<file path="src/rtl/ram_burst_reader_pkg.sv">
// Shared constants for the RAM burst reader: FSM encodings and output buffer sizing.
package ram_burst_reader_pkg;

  // FSM state encoding
  localparam int unsigned STATE_W = 2;
  localparam logic [STATE_W-1:0] S_IDLE = STATE_W'(0);
  localparam logic [STATE_W-1:0] S_RUN  = STATE_W'(1);
  localparam logic [STATE_W-1:0] S_DONE = STATE_W'(2);

  // Output buffer depth and the widths derived from it
  localparam int unsigned FIFO_DEPTH = 2;
  localparam int unsigned FIFO_CNT_W = $clog2(FIFO_DEPTH + 1);
  // Occupancy + in-flight needs one more bit than the buffer count
  localparam int unsigned OCC_W      = FIFO_CNT_W + 1;

endpackage

</file>
<file path="src/rtl/ram_burst_fifo2.sv">
// Two-entry shift FIFO; slot0 is always the head, so the head is a plain register.
module ram_burst_fifo2
  import ram_burst_reader_pkg::*;
#(
  parameter int unsigned width = 8
) (
  input  logic                  clk,
  input  logic                  rst,
  input  logic                  push,
  input  logic [width-1:0]      din,
  input  logic                  pop,
  output logic [width-1:0]      head,
  output logic                  empty,
  output logic [FIFO_CNT_W-1:0] count
);

  logic [width-1:0]      slot0_q;
  logic [width-1:0]      slot1_q;
  logic [FIFO_CNT_W-1:0] count_q;
  logic                  full_c;
  logic                  push_c;
  logic                  pop_c;

  // Qualify requests so a misuse can never corrupt the pointers
  assign full_c = (count_q == FIFO_CNT_W'(FIFO_DEPTH));
  assign pop_c  = pop && (count_q != '0);
  assign push_c = push && (!full_c || pop_c);

  // Storage and occupancy; a simultaneous push/pop keeps the count and order
  always_ff @(posedge clk) begin
    if (rst) begin
      slot0_q <= '0;
      slot1_q <= '0;
      count_q <= '0;
    end else begin
      case ({push_c, pop_c})
        2'b10: begin
          if (count_q == '0) begin
            slot0_q <= din;
          end else begin
            slot1_q <= din;
          end
          count_q <= count_q + FIFO_CNT_W'(1);
        end
        2'b01: begin
          slot0_q <= slot1_q;
          count_q <= count_q - FIFO_CNT_W'(1);
        end
        2'b11: begin
          if (count_q == FIFO_CNT_W'(1)) begin
            slot0_q <= din;
          end else begin
            slot0_q <= slot1_q;
            slot1_q <= din;
          end
        end
        default: begin
        end
      endcase
    end
  end

  assign head  = slot0_q;
  assign empty = (count_q == '0);
  assign count = count_q;

endmodule

</file>
<file path="src/rtl/ram_burst_reader.sv">
// Streams a contiguous RAM burst out as valid/ready, using credits against a 2-entry buffer.
module ram_burst_reader
  import ram_burst_reader_pkg::*;
#(
  parameter int unsigned width   = 8,
  parameter int unsigned widthad = 4
) (
  input  logic               clk,
  input  logic               rst,
  input  logic               start,
  input  logic [widthad-1:0] base_addr,
  input  logic [widthad:0]   length,
  output logic               busy,
  output logic               done,
  output logic [widthad-1:0] rdaddress,
  input  logic [width-1:0]   q,
  output logic [width-1:0]   out_data,
  output logic               out_valid,
  input  logic               out_ready,
  output logic               out_last
);

  localparam int unsigned CNT_W = widthad + 1;

  logic [STATE_W-1:0]    state_q;
  logic [STATE_W-1:0]    state_d;
  logic [widthad-1:0]    addr_q;
  logic [CNT_W-1:0]      issue_left_q;
  logic [CNT_W-1:0]      accept_left_q;
  logic                  inflight_q;
  logic                  busy_q;
  logic                  done_q;

  logic [width-1:0]      fifo_head;
  logic                  fifo_empty;
  logic [FIFO_CNT_W-1:0] fifo_count;

  logic                  load_c;
  logic                  pop_c;
  logic                  issue_c;
  logic [OCC_W-1:0]      occ_c;

  // A burst is latched only from IDLE, so start is ignored while busy
  assign load_c = (state_q == S_IDLE) && start;

  // Handshake on the buffer head
  assign pop_c = !fifo_empty && out_ready;

  // Words the buffer must still hold after this cycle: stored + returning - leaving
  assign occ_c = OCC_W'(fifo_count) + OCC_W'(inflight_q) - OCC_W'(pop_c);

  // Issue only when a slot is guaranteed for the word when it returns
  assign issue_c = (state_q == S_RUN) && (issue_left_q != '0)
                   && (occ_c < OCC_W'(FIFO_DEPTH));

  // Next-state logic
  always_comb begin
    state_d = state_q;
    case (state_q)
      S_IDLE: begin
        if (start) begin
          state_d = (length == '0) ? S_DONE : S_RUN;
        end
      end
      S_RUN: begin
        if ((issue_left_q == '0) && (accept_left_q == CNT_W'(1)) && pop_c) begin
          state_d = S_DONE;
        end
      end
      S_DONE: begin
        state_d = S_IDLE;
      end
      default: begin
        state_d = S_IDLE;
      end
    endcase
  end

  // State register with registered busy/done decoded from the next state
  always_ff @(posedge clk) begin
    if (rst) begin
      state_q <= S_IDLE;
      busy_q  <= 1'b0;
      done_q  <= 1'b0;
    end else begin
      state_q <= state_d;
      busy_q  <= (state_d != S_IDLE);
      done_q  <= (state_d == S_DONE);
    end
  end

  // Address and word counters; the address stops on the final word so rdaddress holds it
  always_ff @(posedge clk) begin
    if (rst) begin
      addr_q        <= '0;
      issue_left_q  <= '0;
      accept_left_q <= '0;
    end else if (load_c) begin
      if (length != '0) begin
        addr_q <= base_addr;
      end
      issue_left_q  <= length;
      accept_left_q <= length;
    end else begin
      if (issue_c) begin
        issue_left_q <= issue_left_q - CNT_W'(1);
        if (issue_left_q != CNT_W'(1)) begin
          addr_q <= addr_q + widthad'(1);
        end
      end
      if (pop_c && (accept_left_q != '0)) begin
        accept_left_q <= accept_left_q - CNT_W'(1);
      end
    end
  end

  // In-flight flag marks the cycle in which q carries an issued word
  always_ff @(posedge clk) begin
    if (rst) begin
      inflight_q <= 1'b0;
    end else begin
      inflight_q <= issue_c;
    end
  end

  ram_burst_fifo2 #(
    .width (width)
  ) u_fifo (
    .clk   (clk),
    .rst   (rst),
    .push  (inflight_q),
    .din   (q),
    .pop   (pop_c),
    .head  (fifo_head),
    .empty (fifo_empty),
    .count (fifo_count)
  );

  assign busy      = busy_q;
  assign done      = done_q;
  assign rdaddress = addr_q;
  assign out_data  = fifo_head;
  assign out_valid = !fifo_empty;
  assign out_last  = !fifo_empty && (accept_left_q == CNT_W'(1));

endmodule

</file>
<file path="config.mk">
export PLATFORM = sky130hd
export DESIGN_NAME = ram_burst_reader
export DESIGN_NICKNAME = d
export VERILOG_FILES = /design/src/rtl/ram_burst_reader_pkg.sv /design/src/rtl/ram_burst_fifo2.sv /design/src/rtl/ram_burst_reader.sv
export SDC_FILE = /design/constraint.sdc
export NUM_CORES = 1
export LEC_CHECK = 0
export CORE_MARGIN = 2
export CORE_UTILIZATION = 58
export CTS_BUF_LIST = sky130_fd_sc_hd__clkbuf_2
export DETAILED_ROUTE_END_ITERATION = 8
export PLACE_DENSITY = 0.86
export SLEW_MARGIN = 40
export SYNTH_ARGS = -nofsm -noshare
export SYNTH_HDL_FRONTEND = slang
export SYNTH_SLANG_ARGS = --single-unit
</file>
<file path="constraint.sdc">
create_clock -name clk -period 7.5 [get_ports clk]
set_input_delay 1.5 -clock clk [delete_from_list [all_inputs] [get_ports clk]]
set_output_delay 1.5 -clock clk [all_outputs]
set_load 0.01 [all_outputs]
</file>
==> results by group, run 1 <==
Status
  – Status: finished clean

Detailed routing
  – Final Routed Wirelength: ~4100 µm
  – Antenna Violating Nets Remaining: 0
  – DR vias: 1716
  – Number of remaining DRC errors: 0
  – Wire length per cell: 13.5 µm
  – DR vias/cell: 5.68
  – Drt first pass iters: 4
  – DRT iter0 DRCs: 78

STA
  – Setup TNS: 0 ns
  – Layout Skew: 0.0117 ns
  – Max Slew Vio Count: 0
  – Slew headroom: 59.9%
  – Final hold violation count: 0
  – Minimum clock period: 4.01 ns
  – Max Clk Rate: around 250 MHz
  – Final setup fails: 0
  – Actual slew at the worst max-slew pin: 0.601 ns
  – Unrepaired setup endpoints after global routing: false
  – Final period util: 53.4%

CTS
  – CTS tree: built
  – Total CTS buffers: 5
  – # Post-CTS Setup Buffers: 0
  – CTS sink count: 37
  – H-tree depth: 2
  – Post_cts resized: 0
  – Clk slew on worst S/H paths: 0.19 ns
  – Worst-Skew Late Latency: between 0.3 and 0.4 ns
  – Hold_buf cts: 0
  – Clk buf depth: 2
  – CTS root buffer: clkbuf_2

Power
  – Combinational share of power: 46.8%
  – Sequential share of power: 36.9%
  – Switching part of the total: between 30% and 40%
  – Power Internal: between 400 and 500 µW
  – NetSw: around 270 µW
  – Clock power frac: 16.3%
  – Max IR drop VDD: 0.194 mV
  – PD cells: 298 nW/µm²
  – Leak: 0.00102 µW

Global routing
  – Pin count of the biggest net entering global routing: 40
  – GRT Total Usage: 22.6%
  – Grt total ovfl: 0
  – Vias in the first global route: 1630
  – First-pass GRT wire length: 7090 µm
  – Initial antenna violation count: 0

Finish
  – Share of cells above drive strength 1: 8.20%
  – Finished Core Util: 74.2%
  – # diodes: 0
  – Fillers: 276
  – Area growth syn-to-layout: 23.2%
  – Final nets: 289

Die
  – Core area: 3310 µm²
  – Boundary Pins: 37
  – Die area: between 3000 and 4000 µm²
  – Die Y: ~63 µm
  – Initial Utilization: roughly 60%
  – Width of the die: 62.6 µm
  – Core Rows: 21

Synth
  – Compound-Gate Fraction of Synth Area: 16.2%
  – Post-Synthesis Cells: 219
  – Mux share of post-synthesis cell area: about an eighth
  – Async SR Flop Fraction: 0%
  – Post-synth EDFFs: 0
  – Simple-gate share of the synthesized area: around a fifth
  – Avg Inst Size Synth: 9.11 µm²
  – Post-synthesis sequential area ratio: 37.1%
  – Unique masters post-synth: 50
  – XOR/XNOR share of the synthesized area: 1.76%
  – Post-synthesis adder-cell area fraction: 7.90%
  – Synthesis-stage register bit count: 37
  – Top FF cell, synth: dfxtp_1
  – Synth Warn #: 0
  – Cell Area, Synth: 1990 µm²
  – Largest family of logic cells by synthesized area: simple AND/OR/NAND/NOR gates
  – Mapped Nets: 252

Worst setup path
  – CP required: 7.80 ns
  – Register-to-Register Path Depth: 11
  – Crit Path Category: in -> reg
  – Critical-path maximum fanout: 7
  – Critical path endpoint category: register
  – Arr. time, crit path: 4.31 ns
  – Startpoint types: input port

Min path
  – Hold Path Stages: 1
  – Hold Path Class: reg -> reg

Placed design
  – Final Wtd Congestion: slightly below 0.9
  – Post-DP HPWL: 2970 µm
  – IO Port Bufs: 36

Run
  – Max-cap violation count: 0
-- cells by family after synthesis --
logic type	count (synthesis)
xor gates and xnor gates	4
and+or+nand+nor	82
buffers and inverters	20
muxes	23
adders and majority gates	12
AOI/OAI and AO/OA	41
DFF	37
-- cell usage after synthesis, types with 2 or more instances --
cell / count / area (µm²)
a211oi_1: 15 / 113
nand2_1: 7 / 26.3
a21oi_1: 4 / 20.0
nand3_1: 6 / 30.0
dfxtp_1: 37 / 741
o211ai_1: 2 / 15.0
xnor2_1: 3 / 26.3
nand2b_1: 5 / 31.3
mux2i_1: 21 / 210
nor3_1: 9 / 45.0
or4_1: 2 / 15.0
or3_1: 2 / 12.5
a32oi_1: 2 / 17.5
a31oi_1: 3 / 18.8
inv_1: 12 / 45.0
a22oi_1: 2 / 15.0
nor3b_1: 3 / 22.5
buf_2: 3 / 15.0
nand3b_1: 3 / 22.5
nor2_1: 33 / 124
ha_1: 11 / 138
clkbuf_1: 5 / 18.8
o21ai_1: 2 / 10.0
-- metal layers --
layer | global-route usage [%] | vias up | routed length [µm] | part of all wire [%]
met5 | 0 | - | 0 | 0
li1 | - | 874 | - | -
met2 | 38.2 | 39 | 1970 | 48
met1 | 27.1 | 798 | 1860 | 46
met4 | 10.6 | 0 | 52 | 1.3
met3 | 5.59 | 5 | 200 | 4.9
-- registers in the layout, summed over array words and instances, names as in the netlist, 2 cells and up --
| register | cells |
|---|---|
| u_fifo.slot1_q | 8 |
| rdaddress | 4 |
| issue_left_q | 5 |
| state_q | 2 |
| u_fifo.head | 8 |
| accept_left_q | 5 |
| u_fifo.count | 2 |
-- area by class of cell --
class | instances | area (µm²) | share of cell area (%)
Inverter | 12 | 45.0 | 1.83
Multi-Input combinational cell | 162 | 1180 | 48.0
Clock buffer | 5 | 25.0 | 1.02
Sequential cell | 37 | 741 | 30.1
Clock inverter | 2 | 35.0 | 1.43
Tap cell | 46 | 57.6 | 2.34
Timing Repair Buffer | 38 | 375 | 15.3
-- worst max-delay path, stage by stage --
cell	delay [ns]
clkdlybuf4s50_1	0.45
nand2b_1	0.25
inv_1	0.14
ha_1	0.29
nand2b_1	0.16
fa_1	0.42
xor2_1	0.18
nor3_1	0.51
nor2_1	0.11
o41ai_2	0.29
-- power by group through the flow --
stage	logic [µW]	clock network, µW	registers (µW)
4_1_cts	346	122	270
3_3_place_gp	333	0	273
5_1_grt	383	130	277
6_report	342	119	270
3_5_place_dp	342	0	275
2_1_floorplan	225	0	280
-- cells in the final DEF, fill, tap and decap left out, drive strengths merged, types with 5 or more instances in the layout --
cell type,n
nand2,8
dfxtp,37
mux2i,21
nand3,6
inv,12
a211oi,16
clkbuf,5
ha,11
nor3,9
clkdlybuf4s50,36
nor2,33
nand2b,5
-- stage by stage --
stage	std cells	area (µm²)	hold WS, ns	total power [µW]	setup slack [ns]
floorplan	219	1990	0.463	505	3.85
global placement	295	2390	0.475	607	3.19
detailed placement	295	2400	0.488	617	3.08
CTS	302	2460	0.516	738	3.49
global route	302	2460	0.532	789	3.26
finish	302	2460	0.515	731	3.49
-- final timing paths --
kind,startpoint,endpoint,slack [ns]
worst min-delay path,rdaddress[3]$_SDFFE_PP0P_,rdaddress[3]$_SDFFE_PP0P_,0.51
worst min register to register,rdaddress[3]$_SDFFE_PP0P_,rdaddress[3]$_SDFFE_PP0P_,0.51
worst max register to register,u_fifo.count[1]$_SDFFE_PP0P_,issue_left_q[1]$_SDFFE_PP0P_,4.21
worst max-delay path,out_ready,issue_left_q[1]$_SDFFE_PP0P_,3.49
Power figures use the tool's default switching activity.
==> inputs of run 2 (changes only) <==
Settings changed: CORE_UTILIZATION 58 to 54, PLACE_DENSITY 0.86 to 0.81.
Clock period 7.5 ns to 4.1 ns, I/O delays scaled along.
==> run 2 against run 1 <==
- sequential power up 83%
- critical endpoint is now rdaddress[2]$_SDFFE_PP0P_
- combinational power up 84%
- critical path depth up 1
- register-to-register slack worse by 3.4 ns
- routed wire length down 0.54%
- global-route usage down 0.58 points
- largest cell class unchanged
- final area up 0.76%
- highest routed layer unchanged
- largest power group unchanged
==> results by group, run 2 (synthesis results as in run 1) <==
Power
  – Leak: 0.00103 µW (was 0.00102 µW)
  – PD cells: 547 nW/µm² (was 298 nW/µm²)
  – Max IR drop VDD: 0.394 mV (was 0.194 mV)

Global routing
  – Initial antenna violation count: 0 (unchanged)
  – Pin count of the biggest net entering global routing: 40 (unchanged)
  – GRT Total Usage: 22.1% (was 22.6%)
  – Grt total ovfl: 0 (unchanged)
  – First-pass GRT wire length: 7110 µm (was 7090 µm)
  – Vias in the first global route: 1581 (was 1630)

CTS
  – Clk buf depth: 2 (unchanged)
  – Worst-Skew Late Latency: 0.41 ns (was 0.39 ns)
  – CTS root buffer: clkbuf_2 (unchanged)
  – CTS sink count: 37 (unchanged)
  – Post_cts resized: 0 (unchanged)
  – H-tree depth: 2 (unchanged)
  – CTS tree: built (unchanged)
  – # Post-CTS Setup Buffers: 0 (unchanged)
  – Clk slew on worst S/H paths: 0.19 ns (about the same)
  – Total CTS buffers: 5 (unchanged)
  – Hold_buf cts: 0 (unchanged)

Status
  – Status: finished clean (unchanged)

Finish
  – Area growth syn-to-layout: 24.2% (was 23.2%)
  – Final nets: 290 (was 289)
  – Most frequent cells in the layout: dfxtp_1 (37), clkdlybuf4s50_1 (36), nor2_1 (33) (unchanged)
  – Commonest non-fill, non-tap cell in the layout: dfxtp_1 (unchanged)
  – Finished Core Util: 68.7% (was 74.2%)
  – Finished Cell Area: 2480 µm² (was 2460 µm²)
  – Share of cells above drive strength 1: 8.91% (was 8.20%)
  – # diodes: 0 (unchanged)

STA
  – Slew headroom: 61.2% (was 59.9%)
  – Setup TNS: 0 ns (unchanged)
  – Actual slew at the worst max-slew pin: 0.582 ns (was 0.601 ns)
  – Final setup fails: 0 (unchanged)
  – Layout Skew: 0.0226 ns (was 0.0117 ns)
  – Max Slew Vio Count: 0 (unchanged)
  – Worst hold slack: 0.514 ns (was 0.515 ns)
  – Unrepaired setup endpoints after global routing: false (unchanged)
  – Worst setup margin: 0.792 ns (was 3.49 ns)
  – Final hold violation count: 0 (unchanged)
  – Max Clk Rate: slightly above 300 MHz
  – Final period util: 80.7%
  – Minimum clock period: 3.31 ns

Die
  – Boundary Pins: 37 (unchanged)
  – Initial Utilization: 55.3% (was 60.2%)
  – Core area: 3610 µm² (was 3310 µm²)
  – Die area: 4200 µm² (was 3920 µm²)
  – Core Rows: 22 (was 21)
  – Die Y: 64.8 µm (was 62.6 µm)
  – Width of the die: 64.8 µm (was 62.6 µm)

Worst setup path
  – Arr. time, crit path: 3.64 ns (was 4.31 ns)
  – Startpoint types: register (was input port)
  – Critical path endpoint category: register (unchanged)
  – Critical-path maximum fanout: 7 (unchanged)
  – R2R Setup Slk: 0.79 ns (was 4.21 ns)
  – CP required: 4.43 ns (was 7.80 ns)
  – Crit Path Category: reg -> reg (was in -> reg)

Detailed routing
  – Wire length per cell: 13.3 µm (was 13.5 µm)
  – Final Routed Wirelength: 4060 µm (was 4080 µm)
  – Antenna Violating Nets Remaining: 0 (unchanged)
  – DR vias: 1689 (was 1716)
  – DRT iter0 DRCs: 122 (was 78)
  – DR vias/cell: 5.52 (was 5.68)
  – Drt first pass iters: 4 (unchanged)
  – Number of remaining DRC errors: 0 (unchanged)

Placed design
  – IO Port Bufs: 36 (unchanged)
  – Final Wtd Congestion: 0.802 (was 0.871)
  – Dpl ws: 0.386 ns (was 3.08 ns)
  – Post-DP HPWL: 2890 µm (was 2970 µm)
  – Post-DP Area: 2410 µm² (was 2400 µm²)

Run
  – Max-cap violation count: 0 (unchanged)

Min path
  – Hold Path Class: reg -> reg (unchanged)
## run 2: path summary, 6_finish.rpt
| path | to | depth (start not counted) | startpoint |
|---|---|---|---|
| setup / recovery | rdaddress[2]$_SDFFE_PP0P_ | 11 | u_fifo.count[1]$_SDFFE_PP0P_ |
| hold / removal | u_fifo.head[4]$_SDFFE_PP0P_ | 2 | u_fifo.head[4]$_SDFFE_PP0P_ |
| setup reg to reg | rdaddress[2]$_SDFFE_PP0P_ | 11 | u_fifo.count[1]$_SDFFE_PP0P_ |
| hold reg to reg | u_fifo.head[4]$_SDFFE_PP0P_ | 2 | u_fifo.head[4]$_SDFFE_PP0P_ |
## run 2: final cells by class
class | instances | area [µm²]
clock buffers | 6 | 30.0
clock inverters | 2 | 38.8
fillers | 296 | 1130
inverters | 12 | 45.0
multi-input cells | 162 | 1180
flip-flops and latches | 37 | 741
well taps | 48 | 60.1
repair buffers | 39 | 383
## run 2: stage by stage
step,total power (µW),instances
CTS,1370,306
global route,1470,306
floorplan,923,219
finish,1350,306
global placement,1120,298
detailed placement,1130,298
## run 2: worst max-delay path: stages (launching register included)
cell	delay [ns]
dfxtp_1	0.54
inv_1	0.11
ha_1	0.23
nand2b_1	0.27
inv_1	0.18
ha_1	0.25
nand2b_1	0.15
fa_1	0.42
xnor2_1	0.30
o211ai_2	0.21
or4_1	0.42
a31oi_1	0.16
## run 2: where the power goes
group | internal (µW) | switching (µW) | total (µW) | leakage, µW
clock network | 107 | 124 | 231 | 0.0000432
registers | 433 | 62.6 | 495 | 0.000303
logic | 310 | 319 | 629 | 0.000683
total | 849 | 506 | 1350 | 0.00103
## run 2: metal layers
metal  wire, µm  GRT usage, %
met5          0             0
met4         84          10.4
met3        220          5.21
met2       1910          37.6
met1       1840          26.0
